==> src/rtl/uart_transmitter.sv <==
// uart_transmitter: serial UART transmit stage.
// Frame format: one low start bit, 8 data bits LSB first, then STOP_BITS high stop bits.
// Each bit lasts CLKS_PER_BIT clocks. All outputs are registered.
// Optional feature: define UART_TX_HOLD_EN to add a one-byte holding register.
// With the holding register, a byte can be accepted while a frame is in flight.
// That byte then starts with no idle gap on the line.
module uart_transmitter #(
   parameter int CLKS_PER_BIT = 16,
   parameter int STOP_BITS    = 1
) (
   input  logic       clk,
   input  logic       rst,        // asynchronous, active low
   input  logic       tx_start,
   input  logic [7:0] tx_data,
   output logic       tx_out,
   output logic       busy,
   output logic       ready,
   output logic       done
);

   localparam int BAUD_W = (CLKS_PER_BIT > 1) ? $clog2(CLKS_PER_BIT) : 1;
   localparam logic [BAUD_W-1:0] BAUD_LAST = BAUD_W'(CLKS_PER_BIT - 1);

   typedef enum logic [1:0] {S_IDLE, S_START, S_DATA, S_STOP} state_t;

   state_t            r_state;
   logic [BAUD_W-1:0] r_baud_cnt;
   logic [2:0]        r_bit_cnt;
   logic              r_stop_cnt;
   logic [7:0]        r_shift;
   logic              r_tx_out;
   logic              r_busy;
   logic              r_ready;
   logic              r_done;

   state_t            w_state_next;
   logic [BAUD_W-1:0] w_baud_next;
   logic [2:0]        w_bit_next;
   logic              w_stop_next;
   logic [7:0]        w_shift_next;
   logic              w_tx_next;
   logic              w_busy_next;
   logic              w_ready_next;
   logic              w_done_next;

   logic              w_accept;
   logic              w_baud_end;
   logic              w_stop_last;
   logic              w_frame_end;
   logic              w_launch;
   logic [7:0]        w_launch_byte;

`ifdef UART_TX_HOLD_EN
   logic [7:0]        r_hold;
   logic              r_hold_full;
   logic [7:0]        w_hold_next;
   logic              w_hold_full_next;
`endif

   assign w_accept    = tx_start && r_ready;
   assign w_baud_end  = (r_baud_cnt == BAUD_LAST);
   // With a single stop bit, the first stop bit period is also the last one.
   assign w_stop_last = (STOP_BITS == 1) ? 1'b1 : r_stop_cnt;

   // Next-state and next-output logic for the frame sequencer.
   always_comb begin
      w_state_next  = r_state;
      w_baud_next   = r_baud_cnt;
      w_bit_next    = r_bit_cnt;
      w_stop_next   = r_stop_cnt;
      w_shift_next  = r_shift;
      w_tx_next     = r_tx_out;
      w_busy_next   = r_busy;
      w_done_next   = 1'b0;
      w_ready_next  = r_ready;
      w_frame_end   = 1'b0;
      w_launch      = 1'b0;
      w_launch_byte = tx_data;
`ifdef UART_TX_HOLD_EN
      w_hold_next      = r_hold;
      w_hold_full_next = r_hold_full;
`endif

      case (r_state)
         S_IDLE: begin
            w_tx_next   = 1'b1;
            w_busy_next = 1'b0;
         end
         S_START: begin
            if (w_baud_end) begin
               w_state_next = S_DATA;
               w_baud_next  = '0;
               w_bit_next   = 3'd0;
               w_tx_next    = r_shift[0];
            end else begin
               w_baud_next = r_baud_cnt + BAUD_W'(1);
            end
         end
         S_DATA: begin
            if (w_baud_end) begin
               w_baud_next = '0;
               if (r_bit_cnt == 3'd7) begin
                  w_state_next = S_STOP;
                  w_stop_next  = 1'b0;
                  w_tx_next    = 1'b1;
               end else begin
                  w_bit_next   = r_bit_cnt + 3'd1;
                  w_shift_next = {1'b0, r_shift[7:1]};
                  w_tx_next    = r_shift[1];
               end
            end else begin
               w_baud_next = r_baud_cnt + BAUD_W'(1);
            end
         end
         S_STOP: begin
            if (w_baud_end) begin
               w_baud_next = '0;
               if (w_stop_last) begin
                  w_frame_end  = 1'b1;
                  w_done_next  = 1'b1;
                  w_state_next = S_IDLE;
                  w_tx_next    = 1'b1;
                  w_busy_next  = 1'b0;
               end else begin
                  w_stop_next = 1'b1;
               end
            end else begin
               w_baud_next = r_baud_cnt + BAUD_W'(1);
            end
         end
         default: begin
            w_state_next = S_IDLE;
            w_tx_next    = 1'b1;
            w_busy_next  = 1'b0;
         end
      endcase

`ifdef UART_TX_HOLD_EN
      // A held byte has priority at the end of a frame.
      // A fresh request starts a frame directly when the line is free.
      // Otherwise, a fresh request is parked in the holding register.
      if (w_frame_end && r_hold_full) begin
         w_launch         = 1'b1;
         w_launch_byte    = r_hold;
         w_hold_full_next = 1'b0;
      end else if (w_accept) begin
         if ((r_state == S_IDLE) || w_frame_end) begin
            w_launch = 1'b1;
         end else begin
            w_hold_next      = tx_data;
            w_hold_full_next = 1'b1;
         end
      end
`else
      // Without holding, ready is only high in IDLE, so any accept starts a frame.
      if (w_accept) begin
         w_launch = 1'b1;
      end
`endif

      if (w_launch) begin
         w_state_next = S_START;
         w_baud_next  = '0;
         w_bit_next   = 3'd0;
         w_stop_next  = 1'b0;
         w_shift_next = w_launch_byte;
         w_tx_next    = 1'b0;
         w_busy_next  = 1'b1;
      end

`ifdef UART_TX_HOLD_EN
      w_ready_next = !w_hold_full_next;
`else
      w_ready_next = (w_state_next == S_IDLE);
`endif
   end

   // State, counters and registered outputs; reset forces the line high at once.
   always_ff @(posedge clk or negedge rst) begin
      if (!rst) begin
         r_state    <= S_IDLE;
         r_baud_cnt <= '0;
         r_bit_cnt  <= 3'd0;
         r_stop_cnt <= 1'b0;
         r_shift    <= 8'h00;
         r_tx_out   <= 1'b1;
         r_busy     <= 1'b0;
         r_ready    <= 1'b1;
         r_done     <= 1'b0;
      end else begin
         r_state    <= w_state_next;
         r_baud_cnt <= w_baud_next;
         r_bit_cnt  <= w_bit_next;
         r_stop_cnt <= w_stop_next;
         r_shift    <= w_shift_next;
         r_tx_out   <= w_tx_next;
         r_busy     <= w_busy_next;
         r_ready    <= w_ready_next;
         r_done     <= w_done_next;
      end
   end

`ifdef UART_TX_HOLD_EN
   // Holding register and its full flag.
   always_ff @(posedge clk or negedge rst) begin
      if (!rst) begin
         r_hold      <= 8'h00;
         r_hold_full <= 1'b0;
      end else begin
         r_hold      <= w_hold_next;
         r_hold_full <= w_hold_full_next;
      end
   end
`endif

   assign tx_out = r_tx_out;
   assign busy   = r_busy;
   assign ready  = r_ready;
   assign done   = r_done;

endmodule

==> config.mk <==
export PLATFORM = sky130hd
export DESIGN_NAME = uart_transmitter
export DESIGN_NICKNAME = d
export VERILOG_FILES = /design/src/rtl/uart_transmitter.sv
export SDC_FILE = /design/constraint.sdc
export NUM_CORES = 1
export LEC_CHECK = 0
export CAP_MARGIN = 5
export CORE_ASPECT_RATIO = 1.2
export CORE_MARGIN = 4
export CORE_UTILIZATION = 30
export CTS_BUF_LIST = sky130_fd_sc_hd__clkbuf_8
export CTS_CLUSTER_SIZE = 25
export DETAILED_ROUTE_END_ITERATION = 16
export GPL_TIMING_DRIVEN = 0
export SLEW_MARGIN = 40
export SYNTH_ARGS = -nofsm -noshare
export SYNTH_HDL_FRONTEND = slang
export SYNTH_SLANG_ARGS = --single-unit
==> constraint.sdc <==
create_clock -name clk -period 4.8 [get_ports clk]
set_input_delay 0.72 -clock clk [delete_from_list [all_inputs] [get_ports clk]]
set_output_delay 0.72 -clock clk [all_outputs]
set_load 0.01 [all_outputs]
## Word-level counts from Yosys, hierarchy flattened

Index checks and enable logic that the tools add are counted.

| operators by class | value |
|---|---|
| multiplexer cells | 30 |
| reductions and logical operators | 13 |
| $add $sub $neg | 2 |
| equality and inequality tests | 10 |

Operators with widths:

| kind | count |
|---|---|
| 8-bit 2-to-1 mux | 4 |
| 3-bit 2-to-1 mux | 4 |
| 4-bit 2-to-1 mux | 3 |
| 3-bit != test, second input constant | 4 |
| 1-bit 2-to-1 mux | 10 |
| 2-bit 2-to-1 mux | 5 |
| 2-bit case mux with 3 select lines | 1 |
| 3-bit case mux with 2 select lines | 1 |
| 3-bit AND reduction | 2 |
| 2-bit nonzero test | 3 |
| 3-bit nonzero test | 2 |
| 4-bit by 1-bit adder with 4-bit output, second input constant | 1 |
| 2-bit equality test, second input constant | 2 |
| 4-bit equality test, second input constant | 1 |
| 2-bit logical NOT | 2 |
| 1-bit case mux with 4 select lines | 1 |
| 4-bit AND reduction | 1 |
| 3-bit by 1-bit adder with 3-bit output, second input constant | 1 |
| 3-bit equality test, second input constant | 1 |
| 3-bit OR reduction | 1 |
| 2-bit by 1-bit equality test with 1-bit output, second input constant | 1 |
| 2-bit != test, second input constant | 1 |
| 1-bit case mux with 2 select lines | 1 |
| 2-bit AND reduction | 1 |
| 1-bit logical AND | 1 |

| storage, ports and cells | value |
|---|---|
| register bits after elaboration | 21 |
| output and inout port bits | 4 |
| logic and storage cells | 63 |

## Depth between registers and ports, before layout

| logic depth | value |
|---|---|
| word-level depth | 6 |
| mapped depth | 6 |
| gate-level depth less buffers | 6 |

## Worst setup path after synthesis

Ideal clock, no wire load.

| path | value |
|---|---|
| kind | register -> register |
| from | reg r_bit_cnt[0] |
| to | reg r_shift[0] |
| data required time | 4.668 ns |
| stages on the path, launching flop included | 7 |
| path slack | 3.209 ns |
| arrival | 1.459 ns |
| cell sequence | dfrtp_1 > ha_1 > ha_1 > nand2b_1 > nor2_4 > mux2i_1 > o21ai_1 |

| on the way | value |
|---|---|
| longest elaborated chain between the ends | 3 |

RTL lines:

| what | RTL line | source |
|---|---|---|
| from (decl) | 28 | `logic [2:0] r_bit_cnt;` |
| from (signal assigned) | 193 | `r_bit_cnt <= w_bit_next;` |
| 3-bit equality test | 102 | `if (r_bit_cnt == 3'd7) begin` |
| 2-bit != test (no line) | n/a |  |
| 3-bit AND reduction (no line) | n/a |  |
| to (signal assigned) | 195 | `r_shift <= w_shift_next;` |
| to (decl) | 30 | `logic [7:0] r_shift;` |

No other way between the ends.
A chain may end at the register's enable or synchronous reset.

## Worst setup path in the final report

| path | value |
|---|---|
| from | reg r_ready (netlist: ready) |
| to | out ready |

RTL lines:

| what | RTL line | source |
|---|---|---|
| from (decl) | 33 | `logic r_ready;` |
| from (signal assigned) | 198 | `r_ready <= w_ready_next;` |
| to (decl) | 17 | `output logic ready,` |

No word-level cell between the ends.

==> metrics.txt <==
GRT Overall Usage 9.94%; post-CTS setup buffer count 0; row count 23; reg2reg start r_state[0]$_DFF_PN0_; GP Congestion 0.719; status finished clean; Final Max Slew Viols 0; RSZ-0062 raised after global routing false; Critical path buffers and inverters 1; r2r setup slk 2.99 ns; Worst R2R End r_shift[4]$_DFFE_PN0P_; Syn Area/Cell 10.4 um^2; final WL 2110 um; I/O pin total 15; post-synth cell types 29; post-layout min period 2.06 ns; H-tree levels 1; fin worst setup slack 2.74 ns; starting density of the core 31.6%; Core ar. 3400 um^2; Fin Setup TNS 0 ns; CP max stage delay 0.54 ns; CP max-delay cell dfstp_2; kind of critical path flip-flop to output pin; sequential cell area fraction in the yosys report 49.2%; final hold violations 0; Synth Register Bits 21; Reg clk slew, reported paths 0.07 ns; CTS Hold Bufs 0; FMAX 486 MHz; Critical Path Start ready$_DFF_PN1_; CP delay by family, top flip-flops; CP arrival 1.34 ns; DR pass1 iterations 4; Die H 73.5 um; Worst Setup End Kind output pin; maximum vdd drop 0.135 mV; Residual DRC 0; grt ovf 0; die width 62.6 um; skew final 0.00241 ns; via count of the first global-routing pass 860; DR vias 836; clock tree sinks 21; dpl hpwl 1500 um; Pwr per Cell Area 232 nW/um^2; Register-to-Register Path Depth 6; clk root buf clkbuf_8; Top FF cell, synth dfrtp_1; initial drt markers 29; ys async rst share 100%; Ant. Diodes 0; Post-CTS Resized 0; Place WS 2.68 ns; ANT nets after route 0; CTS tree done; first-pass GRT wire length 3570 um; Net Count, Synth 122; mapped cell area 1070 um^2; share of layout cells above drive strength 1 6.61%; Port-buffer cells 14; required time of the worst setup path 4.08 ns; WL/cell 13.4 um; Max-slew headroom 67.5%; Via density 5.29; initial antenna violation count 0; leakage power 0.524 nW; crit-path cells clkdlybuf4s50_1; Slew @ Worst Pin 0.487 ns; Worst-Skew Late Latency 0.26 ns; Clock Path Buffers 2; period utilization 42.8%; Syn Inst Count 103; EDFF count, synth 0; nets 141; DIE AREA 4600 um^2; largest net degree at the start of global routing 22; Worst Path Max Fanout 3; Syn. warnings 0; Hold WC Path Type primary input to asynchronous set/reset pin; hold_ws 0.410 ns; total power 0.000301 W; Inserted Clock Buffers 3; final setup fails 0; CP Launch Type flip-flop; Syn-to-layout area delta 21.1%; max cap viols 0
## registers in the layout, indices dropped and copies added, names as in the netlist
name / cells
r_shift: 8
r_baud_cnt: 4
r_bit_cnt: 3
r_state: 2
busy: 1
done: 1
ready: 1
tx_out: 1
## layout make-up
cell class	count	area, um^2
sequential	21	528
fill	347	2100
tap	37	46.3
clock buffer	3	41.3
multi-input combinational	76	523
timing repair buffer	14	135
inverter	4	15.0
clock inverter	1	3.75
buffer	2	7.51
## kinds of logic (layout without fill, tap and decap cells)
| group | after synthesis | in the layout | synth area share, % |
|---|---|---|---|
| flops | 21 | 21 | 49.2 |
| compound gates | 27 | 27 | 15.7 |
| buf+inv | 6 | 24 | 2.10 |
| fa+ha+maj | 8 | 8 | 9.32 |
| simple gates | 32 | 32 | 15.4 |
| xor+xnor | 1 | 1 | 0.816 |
| mux | 8 | 8 | 7.46 |
## Yosys cell counts, drive strengths merged, types with 2 or more instances
cell type	instances	area (um^2)
a21oi	4	20.0
nand2	13	48.8
nor2	5	26.3
ha	8	100
nand2b	2	12.5
and2	3	18.8
mux2i	8	80.1
a32o	2	20.0
nand4	3	18.8
dfrtp	19	475
inv	4	15.0
dfstp	2	52.6
clkbuf	2	7.51
o21ai	15	75.1
## how the worst max path moves through the flow
stage                               endpoint  slack, ns  cells after the start
floorplan             r_shift[0]$_DFFE_PN0P_       3.21                      6
global placement    r_bit_cnt[0]$_DFFE_PN0P_       2.69                      5
detailed placement  r_bit_cnt[0]$_DFFE_PN0P_       2.68                      5
CTS                                    ready       2.73                      1
global route                           ready       2.70                      1
finish                                 ready       2.74                      1
## stage by stage
step	cells	instance area, um^2	utilization (%)
CTS	158	1300	38.3
finish	158	1300	38.3
global route	158	1300	38.3
detailed placement	154	1250	37.0
global placement	154	1260	37.1
floorplan	103	1070	-
## cells in the final DEF, fill, tap and decap left out, drive strengths merged, types with 2 or more instances in the layout
cell type,instances
nand2,13
clkdlybuf4s50,13
mux2i,8
inv,5
dfrtp,19
nor2,5
dfstp,2
ha,8
nand4,3
a32o,2
nand2b,2
and2,3
clkbuf,5
o21ai,15
a21oi,4
## power by group
part	leakage, nW	internal [W]	switching (W)
clock	0.0269	0.0000570	0.0000564
combinational	0.252	0.00000668	0.00000446
sequential	0.245	0.000177	0
## routing by layer
metal	wire [um]	GRT usage (%)
met1	912	10.2
met4	54	5.88
met5	0	0
met3	97	1.99
met2	1050	18.8
Power figures use the tool's default switching activity.
